File: src/rtl/serial_adder_pkg.sv
// Shared types for the bit-serial adder: FSM state encoding and the
// operand-width bound used by the top module.
package serial_adder_pkg;

  typedef enum logic [1:0] {
    IDLE = 2'b00,
    ADD  = 2'b01,
    DONE = 2'b10
  } state_t;

  localparam int MIN_BITS = 2;
  localparam int MAX_BITS = 32;

endpackage : serial_adder_pkg

File: src/rtl/serial_adder_bit.sv
// One-bit full adder cell used as the datapath of the serial adder.
module adder_1bit (
  input  logic a_i,
  input  logic b_i,
  input  logic c_i,
  output logic s_o,
  output logic c_o
);

  assign s_o = a_i ^ b_i ^ c_i;
  assign c_o = (a_i & b_i) | (a_i & c_i) | (b_i & c_i);

endmodule : adder_1bit

File: src/rtl/serial_adder.sv
// Bit-serial NUM_BITS adder: one full-adder cell with a registered carry,
// LSB first, result and flags held until the next completion.
//
// state | meaning
// IDLE  | waiting for start
// ADD   | one bit pair per clock through the adder cell
// DONE  | single-cycle done pulse; start here chains the next add
module serial_adder
  import serial_adder_pkg::*;
#(
  parameter int NUM_BITS = 8
) (
  input  logic                clk,
  input  logic                n_rst,
  input  logic                start,
  input  logic [NUM_BITS-1:0] a,
  input  logic [NUM_BITS-1:0] b,
  input  logic                carry_in,
  output logic                busy,
  output logic                done,
  output logic [NUM_BITS-1:0] sum,
  output logic                carry_out,
  output logic                overflow
);

  localparam int CNT_W = $clog2(NUM_BITS);
  localparam logic [CNT_W-1:0] CNT_LAST   = CNT_W'(NUM_BITS - 1);
  localparam logic [CNT_W-1:0] CNT_PENULT = CNT_W'(NUM_BITS - 2);

  state_t              state_q, state_d;
  logic [CNT_W-1:0]    count_q, count_d;
  logic [NUM_BITS-1:0] a_sr_q, a_sr_d;
  logic [NUM_BITS-1:0] b_sr_q, b_sr_d;
  logic [NUM_BITS-1:0] res_sr_q, res_sr_d;
  logic                carry_q, carry_d;
  logic                c_msb_q, c_msb_d;
  logic [NUM_BITS-1:0] sum_q, sum_d;
  logic                cout_q, cout_d;
  logic                ovf_q, ovf_d;

  logic cell_s;
  logic cell_c;
  logic accept;

  adder_1bit u_cell (
    .a_i (a_sr_q[0]),
    .b_i (b_sr_q[0]),
    .c_i (carry_q),
    .s_o (cell_s),
    .c_o (cell_c)
  );

  assign accept = start && ((state_q == IDLE) || (state_q == DONE));

  always_comb begin
    state_d  = state_q;
    count_d  = count_q;
    a_sr_d   = a_sr_q;
    b_sr_d   = b_sr_q;
    res_sr_d = res_sr_q;
    carry_d  = carry_q;
    c_msb_d  = c_msb_q;
    sum_d    = sum_q;
    cout_d   = cout_q;
    ovf_d    = ovf_q;

    case (state_q)
      IDLE, DONE: begin
        if (accept) begin
          a_sr_d   = a;
          b_sr_d   = b;
          res_sr_d = '0;
          carry_d  = carry_in;
          c_msb_d  = 1'b0;
          count_d  = '0;
          state_d  = ADD;
        end else begin
          state_d = IDLE;
        end
      end
      ADD: begin
        res_sr_d = {cell_s, res_sr_q[NUM_BITS-1:1]};
        a_sr_d   = {1'b0, a_sr_q[NUM_BITS-1:1]};
        b_sr_d   = {1'b0, b_sr_q[NUM_BITS-1:1]};
        carry_d  = cell_c;
        count_d  = count_q + CNT_W'(1);
        // Carry leaving bit N-2 is the carry into the MSB, needed for overflow.
        if (count_q == CNT_PENULT) begin
          c_msb_d = cell_c;
        end
        if (count_q == CNT_LAST) begin
          sum_d   = {cell_s, res_sr_q[NUM_BITS-1:1]};
          cout_d  = cell_c;
          ovf_d   = c_msb_q ^ cell_c;
          count_d = '0;
          state_d = DONE;
        end
      end
      default: state_d = IDLE;
    endcase
  end

  always_ff @(posedge clk or negedge n_rst) begin
    if (!n_rst) begin
      state_q  <= IDLE;
      count_q  <= '0;
      a_sr_q   <= '0;
      b_sr_q   <= '0;
      res_sr_q <= '0;
      carry_q  <= 1'b0;
      c_msb_q  <= 1'b0;
    end else begin
      state_q  <= state_d;
      count_q  <= count_d;
      a_sr_q   <= a_sr_d;
      b_sr_q   <= b_sr_d;
      res_sr_q <= res_sr_d;
      carry_q  <= carry_d;
      c_msb_q  <= c_msb_d;
    end
  end

  always_ff @(posedge clk or negedge n_rst) begin
    if (!n_rst) begin
      sum_q  <= '0;
      cout_q <= 1'b0;
      ovf_q  <= 1'b0;
    end else begin
      sum_q  <= sum_d;
      cout_q <= cout_d;
      ovf_q  <= ovf_d;
    end
  end

  assign busy      = (state_q == ADD);
  assign done      = (state_q == DONE);
  assign sum       = sum_q;
  assign carry_out = cout_q;
  assign overflow  = ovf_q;

  a_start_known : assert property (@(posedge clk) disable iff (!n_rst) !$isunknown(start))
    else $error("serial_adder: start is X/Z");

  a_operands_known : assert property (@(posedge clk) disable iff (!n_rst)
    accept |-> !$isunknown({a, b, carry_in}))
    else $error("serial_adder: operands X/Z on accepted start");

endmodule : serial_adder

File: config.mk
export PLATFORM = sky130hd
export DESIGN_NAME = serial_adder
export DESIGN_NICKNAME = d
export VERILOG_FILES = /design/src/rtl/serial_adder_pkg.sv /design/src/rtl/serial_adder_bit.sv /design/src/rtl/serial_adder.sv
export SDC_FILE = /design/constraint.sdc
export NUM_CORES = 1
export LEC_CHECK = 0
export BUFFER_PORTS_ARGS = -buffer_cell sky130_fd_sc_hd__buf_2
export CORE_ASPECT_RATIO = 1.25
export CORE_UTILIZATION = 40
export CTS_CLUSTER_SIZE = 28
export DETAILED_ROUTE_END_ITERATION = 10
export SYNTH_ARGS = -nofsm -noshare
export SYNTH_HDL_FRONTEND = slang
export SYNTH_SLANG_ARGS = --single-unit
File: constraint.sdc
create_clock -name clk -period 2.4 [get_ports clk]
set_clock_uncertainty 0.15 [all_clocks]
set_input_delay 0.12 -clock clk [delete_from_list [all_inputs] [get_ports clk]]
set_output_delay 0.12 -clock clk [all_outputs]
set_load 0.05 [all_outputs]
==> impl_metrics.ini <==
[clock_network]
clk_pin_slew_worst_paths_ns = 0.08
cts_tree = done
cts_max_path_buffers = 2
postCtsSetupBuffers = 0
cts_resized = 0
cts_hold_buffers = 18
clock_latency_ns = 0.29
cts_root_buf = clkbuf_8
cts_sinks = 40
htree_levels = 2
cts_buffers = 5

[floorplanning]
die_w_um = 61.32
num_rows = 26
start_util = 0.4225
coreArea_sq_um = 4164
dieArea_sq_um = 4669
io_pins = 32
die-height_um = 76.15

[drt]
vias_per_cell = 4.904
drtPass1Iterations = 4
vias = 1275
routed_wl_mm = 3.466
post-route-drc-count = 0
ant_nets = 0
drt_iter0_drc = 44
wl_per_cell_um = 13.33

[synthesis]
synthMuxAreaShare = 0.07255
synthesis.area_sq_um = 1759
synth-async-reset-ratio = 1.000
synth_cell_types = 26
synth_top_area_frac = 0.5690
yosys_register_bits = 40
yosys_warnings = 0
synth-compound-area-share = 0.1223
synth.most_common_cell = dfrtp_1
avgSynthCellArea_sq_um = 11.42
synth_nets = 178
synth_top_family_by_area = simple AND/OR/NAND/NOR gates
ys_top_cells_by_area = dfrtp_1 57%, nand2_1 6.8%, mux2_4 6.0%
synthFlopType = dfrtp_1
synth-edff-count = 0
ys_top_cells_by_count = 40 x dfrtp_1, 32 x nand2_1, 14 x a31oi_1, 14 x nor2_1, 10 x a22o_1
synthCells = 154
ys_seq_area_frac = 0.5690
synth-simple-area-share = 0.1351
synth_area_leader_cell = dfrtp_1
synthXorXnorAreaFrac = 0.004979
synth-adder-area-share = 0.03272

[grt]
grt-ovfl-total = 0
grt_antenna_before_repair = 0
grt_start_max_net_pins = 41
track_usage = 0.1773
first_global_vias = 1364
grt_pass1_wl_mm = 6.196

[sta]
worstMarginPinSlew_ns = 0.8639
setup_viol = 0
hold_viol = 0
min_period_ns = 1.924
whs_ns = 0.2417
setup_tns_ns = 0
timing.final.crit_share = 0.8015
slew_headroom = 0.4241
drv_slew = 0
rsz0062_at_grt = false
fmax_ghz = 0.5199
setup_slack_ns = 0.4765

[finish]
n_antenna_cell = 0
seq_area_sq_um = 1001
drive_gt1_frac = 0.2598
fin_util = 0.5294
synthToLayoutAreaGrowth_pct = 25.32
fillerInstances = 402
multi_input_area_sq_um = 646.9
nets = 227

[setup_path]
crit_top_cell = ha_1
worstPathArrival_ns = 1.95
cp_slowest_stage_delay_ns = 0.42
required_ns = 2.43
critPathTopFamily = flip-flops
crit_type = flop to flop
end_kind = flop
cp_slowest_cell = dfrtp_1
cp_num_buf_inv = 1
worstPathMaxFanout = 7
path_cells = ha_1 > ha_1 > nand3b_1 > buf_4 > mux2_4
start_kind = flop

[place]
io_buffers = 31
post-dp-hpwl_mm = 2.288
dp_slack_ns = 0.4711
place_congestion = 0.7134

[min_path]
min_path_type = primary input to flop

[power]
power_mw = 3.178
power-per-cell-area_nw_per_um2 = 1442
vdd_drop_max_uv = 545.2
leakagePower_nw = 1.079

[flow_run]
max_cap_viol_count = 0

[status]
status = completed
==> worst reg2reg max path: cells and delay by family (launching register included) <==
family        cells  cell delay [ns]
fa+ha+maj         2             0.42
buf+inv           1             0.24
flops             1             0.42
mux               1             0.31
simple gates      1             0.28
==> flip-flops by register name, summed over array words and instances (netlist names) <==
register / cells
carry_out: 1
b_sr_q: 8
a_sr_q: 8
overflow: 1
carry_q: 1
sum: 8
count_q: 3
state_q: 2
c_msb_q: 1
res_sr_q: 7
==> logic make-up after synthesis <==
group | count (synthesis)
fa+ha+maj | 4
simple gates | 56
mux | 9
flops | 40
xor+xnor | 1
compound gates | 30
buf+inv | 14
==> where the power goes <==
| group | internal [mW] | switching [mW] | leakage (nW) | total (mW) |
|---|---|---|---|---|
| sequential | 1.00 | 0.204 | 0.481 | 1.20 |
| combinational | 0.555 | 0.882 | 0.543 | 1.44 |
| clock | 0.309 | 0.229 | 0.0552 | 0.538 |
==> layer usage <==
layer / GRT usage / up-vias / share of wire
li1: - / 622 / -
met1: 0.2194 / 620 / 0.46
met2: 0.2935 / 28 / 0.50
met3: 0.05093 / 5 / 0.034
met4: 0.04773 / 0 / 0.010
met5: 0 / - / 0
==> metrics by stage <==
step / cell area (sq um) / instances
floorplan: 1759 / 154
global placement: 1917 / 234
detailed placement: 1917 / 234
CTS: 2205 / 260
global route: 2205 / 260
finish: 2205 / 260
==> cells in the final DEF, fill, tap and decap left out, drive strengths merged <==
master	count
inv	3
dlygate4sd3	18
a22o	10
a21o	2
nand4	1
fa	1
nand2	32
o211ai	1
xnor2	1
nand2b	2
nor2	15
buf	35
nand3	1
bufinv	1
a22oi	1
ha	3
nor3	2
nor2b	2
nand3b	1
o21ai	2
dfrtp	40
mux2	9
a31oi	14
clkbuf	6
clkinv	1
==> final timing paths <==
kind | to | startpoint | cells after the start | slack (ns)
worst max-delay path | sum[6]$_DFFE_PN0P_ | count_q[0]$_DFFE_PN0P_ | 5 | 0.48
worst min-delay path | a_sr_q[0]$_DFFE_PN0P_ | start | 5 | 0.24
worst max register to register | sum[6]$_DFFE_PN0P_ | count_q[0]$_DFFE_PN0P_ | 5 | 0.48
worst min register to register | overflow$_DFFE_PN0P_ | overflow$_DFFE_PN0P_ | 2 | 0.34
max in group asynchronous | b_sr_q[1]$_DFFE_PN0P_ | n_rst | 2 | 1.23
min in group asynchronous | res_sr_q[2]$_DFFE_PN0P_ | n_rst | 2 | 0.32
==> layout make-up <==
| class | instances | area share |
|---|---|---|
| Clock buffer | 6 | 0.03292 |
| Tap cell | 56 | 0.03178 |
| Clock inverter | 2 | 0.01589 |
| Timing Repair Buffer | 53 | 0.1657 |
| Inverter | 3 | 0.006243 |
| Sequential cell | 40 | 0.4540 |
| Multi-Input combinational cell | 100 | 0.2934 |
Power figures use the tool's default switching activity.
